`src/rtl/lot_pkg.sv`:
```
// Shared types and constants for the two-beam gate sensor driver.
// The REJ state exists only when LOT_DRV_GUARD_EN is defined.
package lot_pkg;

  localparam logic DIR_ENTRY = 1'b0;
  localparam logic DIR_EXIT  = 1'b1;

  typedef enum logic [2:0] {
    ST_IDLE = 3'd0,
    ST_PH1  = 3'd1,
    ST_PH2  = 3'd2,
    ST_PH3  = 3'd3,
    ST_GAP  = 3'd4
`ifdef LOT_DRV_GUARD_EN
    , ST_REJ = 3'd5
`endif
  } state_t;

  // {a,b} per phase; both directions walk the beams in Gray order
  localparam logic [1:0] AB_IDLE      = 2'b00;
  localparam logic [1:0] AB_ENTRY_PH1 = 2'b10;
  localparam logic [1:0] AB_ENTRY_PH2 = 2'b11;
  localparam logic [1:0] AB_ENTRY_PH3 = 2'b01;
  localparam logic [1:0] AB_EXIT_PH1  = 2'b01;
  localparam logic [1:0] AB_EXIT_PH2  = 2'b11;
  localparam logic [1:0] AB_EXIT_PH3  = 2'b10;

  function automatic logic [1:0] phase_ab(input logic dir, input state_t ph);
    logic [1:0] ab;
    ab = AB_IDLE;
    case (ph)
      ST_PH1:  ab = (dir == DIR_ENTRY) ? AB_ENTRY_PH1 : AB_EXIT_PH1;
      ST_PH2:  ab = (dir == DIR_ENTRY) ? AB_ENTRY_PH2 : AB_EXIT_PH2;
      ST_PH3:  ab = (dir == DIR_ENTRY) ? AB_ENTRY_PH3 : AB_EXIT_PH3;
      default: ab = AB_IDLE;
    endcase
    return ab;
  endfunction

endpackage

```
`src/rtl/lot_sensor_driver_timer.sv`:
```
// Dwell timer: loadable down-counter whose terminal count advances the phase FSM.
module lot_dwell_timer #(
  parameter int DWELL_CYCLES = 2
) (
  input  logic clk,
  input  logic reset,
  input  logic load,
  output logic tc
);

  localparam int W = $clog2(DWELL_CYCLES + 1);

  logic [W-1:0] cnt;

  always_ff @(posedge clk or posedge reset) begin
    if (reset) begin
      cnt <= '0;
    end else if (load) begin
      cnt <= W'(DWELL_CYCLES - 1);
    end else if (cnt != '0) begin
      cnt <= cnt - W'(1);
    end
  end

  assign tc = (cnt == '0);

endmodule

```
`src/rtl/lot_sensor_driver.sv`:
```
// Two-beam gate sensor waveform generator with a shadow occupancy count.
// Optional guard (LOT_DRV_GUARD_EN) rejects entry when full and exit when empty.
module lot_sensor_driver
  import lot_pkg::*;
#(
  parameter int DWELL_CYCLES = 2,
  parameter int CNT_W        = 8,
  parameter int MAX_COUNT    = 255
) (
  input  logic             clk,
  input  logic             reset,
  input  logic             req_valid,
  input  logic             req_dir,
  output logic             req_ready,
  output logic             a,
  output logic             b,
  output logic             busy,
  output logic             done,
  output logic             rejected,
  output logic [CNT_W-1:0] count,
  output logic [2:0]       state
);

  localparam logic [CNT_W-1:0] MAX_C = CNT_W'(MAX_COUNT);

  // Handshake: a request transfers on a rising edge where req_valid & req_ready;
  // req_ready is high only in IDLE, so a pending request must be held until then.
  state_t st;
  logic   dir_q;
  logic   accept;
  logic   tmr_load;
  logic   tmr_tc;

  assign req_ready = (st == ST_IDLE);
  assign busy      = (st != ST_IDLE);
  assign accept    = req_valid & req_ready;
  assign state     = st;

  always_comb begin
    tmr_load = 1'b0;
    if (accept) begin
      tmr_load = 1'b1;
    end else if (tmr_tc && (st == ST_PH1 || st == ST_PH2 || st == ST_PH3)) begin
      tmr_load = 1'b1;
    end
  end

  lot_dwell_timer #(
    .DWELL_CYCLES(DWELL_CYCLES)
  ) u_timer (
    .clk  (clk),
    .reset(reset),
    .load (tmr_load),
    .tc   (tmr_tc)
  );

`ifdef LOT_DRV_GUARD_EN
  logic guard_hit;
  assign guard_hit = (req_dir == DIR_ENTRY) ? (count == MAX_C) : (count == '0);
`else
  assign rejected = 1'b0;
`endif

  always_ff @(posedge clk or posedge reset) begin
    if (reset) begin
      st    <= ST_IDLE;
      dir_q <= DIR_ENTRY;
      a     <= 1'b0;
      b     <= 1'b0;
      done  <= 1'b0;
      count <= '0;
`ifdef LOT_DRV_GUARD_EN
      rejected <= 1'b0;
`endif
    end else begin
      done <= 1'b0;
`ifdef LOT_DRV_GUARD_EN
      rejected <= 1'b0;
`endif
      case (st)
        ST_IDLE: begin
          if (accept) begin
            dir_q <= req_dir;
`ifdef LOT_DRV_GUARD_EN
            if (guard_hit) begin
              st <= ST_REJ;
            end else begin
              st     <= ST_PH1;
              {a, b} <= phase_ab(req_dir, ST_PH1);
            end
`else
            st     <= ST_PH1;
            {a, b} <= phase_ab(req_dir, ST_PH1);
`endif
          end
        end
        ST_PH1: begin
          if (tmr_tc) begin
            st     <= ST_PH2;
            {a, b} <= phase_ab(dir_q, ST_PH2);
          end
        end
        ST_PH2: begin
          if (tmr_tc) begin
            st     <= ST_PH3;
            {a, b} <= phase_ab(dir_q, ST_PH3);
          end
        end
        ST_PH3: begin
          if (tmr_tc) begin
            st     <= ST_GAP;
            {a, b} <= phase_ab(dir_q, ST_GAP);
          end
        end
        ST_GAP: begin
          if (tmr_tc) begin
            st   <= ST_IDLE;
            done <= 1'b1;
            // Count moves with done and saturates at both ends
            if (dir_q == DIR_ENTRY) begin
              if (count != MAX_C) count <= count + CNT_W'(1);
            end else begin
              if (count != '0) count <= count - CNT_W'(1);
            end
          end
        end
`ifdef LOT_DRV_GUARD_EN
        ST_REJ: begin
          st       <= ST_IDLE;
          done     <= 1'b1;
          rejected <= 1'b1;
        end
`endif
        default: st <= ST_IDLE;
      endcase
    end
  end

endmodule

```
`config.mk`:
```
export PLATFORM = sky130hd
export DESIGN_NAME = lot_sensor_driver
export DESIGN_NICKNAME = d
export VERILOG_FILES = /design/src/rtl/lot_pkg.sv /design/src/rtl/lot_sensor_driver_timer.sv /design/src/rtl/lot_sensor_driver.sv
export SDC_FILE = /design/constraint.sdc
export NUM_CORES = 1
export LEC_CHECK = 0
export CAP_MARGIN = 20
export CORE_UTILIZATION = 50
export CTS_BUF_LIST = sky130_fd_sc_hd__clkbuf_16
export CTS_CLUSTER_DIAMETER = 100
export DETAILED_ROUTE_END_ITERATION = 16
export PLACE_DENSITY = 0.87
export SYNTH_ARGS = -nofsm -noshare
export SYNTH_HDL_FRONTEND = slang
export SYNTH_HIERARCHICAL = 1
export SYNTH_SLANG_ARGS = --single-unit
```
`constraint.sdc`:
```
create_clock -name clk -period 2.6 [get_ports clk]
set_clock_uncertainty 0.1 [all_clocks]
set_input_delay 0.26 -clock clk [delete_from_list [all_inputs] [get_ports clk]]
set_output_delay 0.26 -clock clk [all_outputs]
set_load 0.005 [all_outputs]
```
* After elaboration in Yosys (flattened, before gate mapping)
Index checks and enable logic that the tools add are counted.
** Word-level totals
- Register bits :: 17
- Input port bits :: 4
- Output and inout port bits :: 17
- Logic and storage cells :: 62
** Cells by class
- $add $sub $neg :: 3
- Eq/ne operators :: 11
- Multiplexer cells :: 25
- Bitwise gates (word level) :: 1
- Reductions and logical operators :: 15
** Operators with widths (number)
- 8-bit two-way mux :: 3
- 3-bit two-way mux :: 5
- 3-bit one-hot mux with 5 select lines :: 1
- 1-bit two-way mux :: 10
- 5-bit AND reduction :: 2
- 8-bit by 1-bit adder with 8-bit output (second input constant) :: 1
- 2-bit two-way mux :: 4
- 2-bit != test (second input constant) :: 4
- 8-bit != test (second input constant) :: 1
- 1-bit one-hot mux with 4 select lines :: 2
- 8-bit nonzero test :: 1
- 8-bit by 1-bit subtractor with 8-bit output (second input constant) :: 1
- 3-bit by 2-bit equality test with 1-bit output (second input constant) :: 2
- 2-bit nonzero test :: 3
- 2-bit by 1-bit != test with 1-bit output (second input constant) :: 2
- 4-bit AND reduction :: 1
- 4-bit nonzero test :: 1
- 3-bit by 1-bit equality test with 1-bit output (second input constant) :: 1
- 3-bit equality test (second input constant) :: 1
- 3-bit logical NOT :: 1
- 3-bit nonzero test :: 1
- 2-bit logical NOT :: 1
- 1-bit logical OR :: 2
- 2-bit AND reduction :: 1
- other kinds (3) :: 3

* Depth between registers and ports, before layout
- Word-level depth :: 7
- Gate-level depth with buffers :: 7

* By module
The synthesis kept the hierarchy.
** Modules (own cells, without submodules)
- lot_sensor_driver :: instances 1, cells each 111, area each 987.2 um2, sequential area each 375.4 um2
- lot_dwell_timer :: instances 1, cells each 10, area each 102.6 um2, sequential area each 50.0 um2

* Least setup slack after synthesis
Ideal clock, no wire load.
- Path kind :: register to register
- Start point :: register dir_q
- End point :: register count[6]
- Arrival time :: 1738 ps
- Required time :: 2375 ps
- Setup slack :: 637 ps
- Cell stages (with the launch flop) :: 8
- Buffers on the path :: 0
- Clock period less this slack :: 1963 ps
- Cell sequence :: dfrtp_1 > inv_1 > fa_1 > nor2b_1 > o21a_1 > o21a_1 > o311ai_1 > mux2_4
** On the way
- Longest elaborated chain between the ends :: 2
- Elaborated cells on any way between the ends :: 4
- Classes of those cells :: 1 x eq/ne; 1 x mux; 2 x reduce/logical
** Ends and longest elaborated chain
- from (decl) :: line lot_sensor_driver.sv:29 : logic dir_q;
- from (signal assigned) :: line lot_sensor_driver.sv:83 : dir_q <= req_dir;
- 2-bit by 1-bit != test with 1-bit output (no line) / 2-bit nonzero test (equally long branches)
- 4-bit AND reduction (no line)
- to (signal assigned) :: line lot_sensor_driver.sv:121 : if (count != MAX_C) count <= count + CNT_W'(1);
- to (signal assigned) :: line lot_sensor_driver.sv:123 : if (count != '0) count <= count - CNT_W'(1);
- to (decl) :: line lot_sensor_driver.sv:20 : output logic [CNT_W-1:0] count,
Parallel ways exist; a longest one is shown, timed or not.
A chain may end at the register's enable or synchronous reset.

* Worst setup path after layout
Ends and elaborated chain as after synthesis.

==> out/summary.txt <==
Starting DRT DRC Count: 29
r2r endpoint: count[6]
master cell of the clock root buffer: sky130_fd_sc_hd__clkbuf_16
Max rail drop VDD: 0.776 mV
antenna violations before repair: 0
setup-violating endpoint count in the final report: 0
total negative slack: 0 ps
Buf+Inv Stages, Crit Path: 1
CTS tree: built
slowest CP cell: sky130_fd_sc_hd__dfrtp_1
post-layout util: 0.691
Netlist Area Pre-Place: 1090 um2
leftover overflow at the end of global routing: 0
Power Dens Cells: 1240 nW/um2
portion of the post-synthesis area used by sequential elements: 0.390
final HPWL from detailed placement: 1.88 mm
type of element capturing the critical path: register
max_slew headroom: 0.617
die footprint: 2370 um2
clk slew on worst S/H paths: 50 ps
period utilisation layout: 0.861
number of iterations in the first detailed-routing pass: 6
cell types occupying the most area after synthesis: sky130_fd_sc_hd__dfrtp_1 39%, sky130_fd_sc_hd__ha_1 8.0%, sky130_fd_sc_hd__o21ai_0 4.1%
number of core rows: 16
pin slew with the least headroom to its limit: 573 ps
clock insertion delay at the later pin of the skew report: 250 ps
category of the worst setup path launch point: register
number of sinks handled by clock tree synthesis: 17
result of the run: finished clean
TritonCTS Buffers: 3
number of global-route vias before repair: 988
mean number of vias per cell: 5.89
sequence of cells on the critical path: inv_1 -> fa_1 -> nor2b_1 -> o21a_1 -> o21a_1 -> o311ai_1 -> mux2_4
worst-path fanout max: 11
Layout Cell Area excl Fill: 1380 um2
most common library cell in the layout ignoring fill and taps: sky130_fd_sc_hd__clkdlybuf4s50_1
top achievable clock speed: 447 MHz
depth of the worst register-to-register path: 7
die extent in y: 48.7 um
Post-synth top flop: sky130_fd_sc_hd__dfrtp_1
Max H-tree Level: 1
post-CTS sizing: 0
weighted congestion at the end of routability-driven global placement: 0.903
required time at the worst-slack endpoint: 2640 ps
maximum clock path buffer count: 2
final antenna diode count: 0
number of synthesized flops with an enable pin: 0
post-synth net total: 133
number of warnings reported in the yosys synthesis log: 6
share of cells above drive strength 1: 0.0563
flop and latch count out of synthesis: 17
library cells used by synthesis: 38
Hold Violations, Final: 0
post-synthesis async set-or-reset flop share: 1.00
area leader, netlist: sky130_fd_sc_hd__dfrtp_1
critical path's largest stage delay: 530 ps
Most Frequent Cell on Critical Path: sky130_fd_sc_hd__o21a_1
area of the placeable core: 2000 um2
time the final worst path needs with I/O delays and setup: 2240 ps
average instance area after synthesis: 9.01 um2
Synth Instances: 121
arrival time worst endpoint: 2270 ps
hold crit path type: in2async
WL per Instance: 15.4 um
GRT Resource Usage Total: 0.258
residual antenna-violating net count after detailed routing: 0
number of nets in the final layout: 155
launch instance of the worst register-to-register path: dir_q
total leakage power: 0.608 nW
starting density of the core: 0.544
total I/O pin count: 21
Post-CTS Hold Buffers: 0
kind of cell adding the most delay to the critical path: flip-flops
global-route wire length before repair: 4.62 mm
Placed Instance Area: 1300 um2
share of Yosys cell area claimed by the top area cell type: 0.390
WS Path Type: reg2reg
count of placed standard cells including taps: 165
worst setup slack for register-to-register paths: 360 ps
number of buffers inserted to repair setup after CTS: 0
synth-to-layout area growth: 26.9%
Die Span X: 48.7 um
total power of the final layout: 1.71 mW
largest net degree at the start of global routing: 16
Total Routed Length: 2.61 mm
setup repair after global routing missed its margin: no
commonest cells after routing, fill and taps aside: 19 x sky130_fd_sc_hd__clkdlybuf4s50_1, 17 x sky130_fd_sc_hd__dfrtp_1, 12 x sky130_fd_sc_hd__nand2_1, 10 x sky130_fd_sc_hd__nor2_1, 10 x sky130_fd_sc_hd__inv_1
number of port buffers: 19
DRC violation count after routing: 0
vias after detailed routing: 996
# Max-Cap Violations: 0
Final Max Slew Viols: 0
number of standard cells in the final layout excluding fillers: 169
==> report_power, final <==
part	internal [mW]	total (mW)	switching (mW)	leakage [nW]
Sequential	0.362	0.496	0.134	0.219
Clock	0.206	0.313	0.107	0.0409
Combinational	0.444	0.902	0.459	0.348
Total	1.01	1.71	0.700	0.608
==> cells in the mapped netlist (3+ instances only) <==
library cell,n
sky130_fd_sc_hd__xor2_1,5
sky130_fd_sc_hd__dfrtp_1,17
sky130_fd_sc_hd__inv_1,10
sky130_fd_sc_hd__o21ai_0,9
sky130_fd_sc_hd__nand2b_1,4
sky130_fd_sc_hd__nor3_1,3
sky130_fd_sc_hd__nor2b_1,3
sky130_fd_sc_hd__nand2_1,12
sky130_fd_sc_hd__a21oi_1,8
sky130_fd_sc_hd__ha_1,7
sky130_fd_sc_hd__nor2_1,10
==> worst max path at each step <==
stage | startpoint | end | slack [ps] | depth (start not counted)
after floorplan | dir_q | count[6] | 640 | 7
after global placement | dir_q | count[6] | 520 | 7
after detailed placement | dir_q | count[6] | 440 | 7
after CTS | dir_q | count[6] | 380 | 7
after global routing | dir_q | count[6] | 240 | 7
final | dir_q | count[6] | 360 | 7
==> layout make-up <==
class | count | area, um2
Multi-Input combinational cell | 92 | 616
Sequential cell | 17 | 425
Clock inverter | 1 | 5.00
Timing Repair Buffer | 19 | 190
Inverter | 10 | 37.5
Clock buffer | 3 | 75.1
Tap cell | 27 | 33.8
Fill cell | 152 | 619
==> metal layers <==
layer  track usage  vias to the layer above  share of wire
met2         0.421                       39           0.48
met4         0.137                        0          0.034
met3        0.0503                       11          0.048
met5             0                        -              0
met1         0.320                      479           0.43
li1              -                      467              -
==> cells by family (layout without fill, tap and decap cells) <==
| kind of cell | after synthesis | after routing | synth area share |
|---|---|---|---|
| other cells | 1 | 1 | 0.00344 |
| xor+xnor | 7 | 7 | 0.0563 |
| compound gates | 34 | 34 | 0.199 |
| buf+inv | 12 | 33 | 0.0448 |
| mux | 3 | 3 | 0.0333 |
| fa+ha+maj | 8 | 8 | 0.0987 |
| simple gates | 39 | 39 | 0.175 |
| flops | 17 | 17 | 0.390 |
==> per-stage QoR <==
step	setup WS (ps)	hold WS (ps)
6_report	361	90.0
3_5_place_dp	437	356
2_1_floorplan	637	-98.8
5_1_grt	244	101
4_1_cts	381	93.1
3_3_place_gp	522	345
==> sequential cells by signal, indices dropped and copies added, names as in the netlist <==
name	count
state	3
count	8
b	1
done	1
u_timer/cnt	2
dir_q	1
a	1
==> worst register-to-register path: cells and delay by family, from the launching register on <==
kind / cells / cell delay (ps)
compound gates: 3 / 430
flops: 1 / 530
mux: 1 / 270
buf+inv: 1 / 180
simple gates: 1 / 160
fa+ha+maj: 1 / 440
No activity file was read; power rests on OpenSTA's default activity.
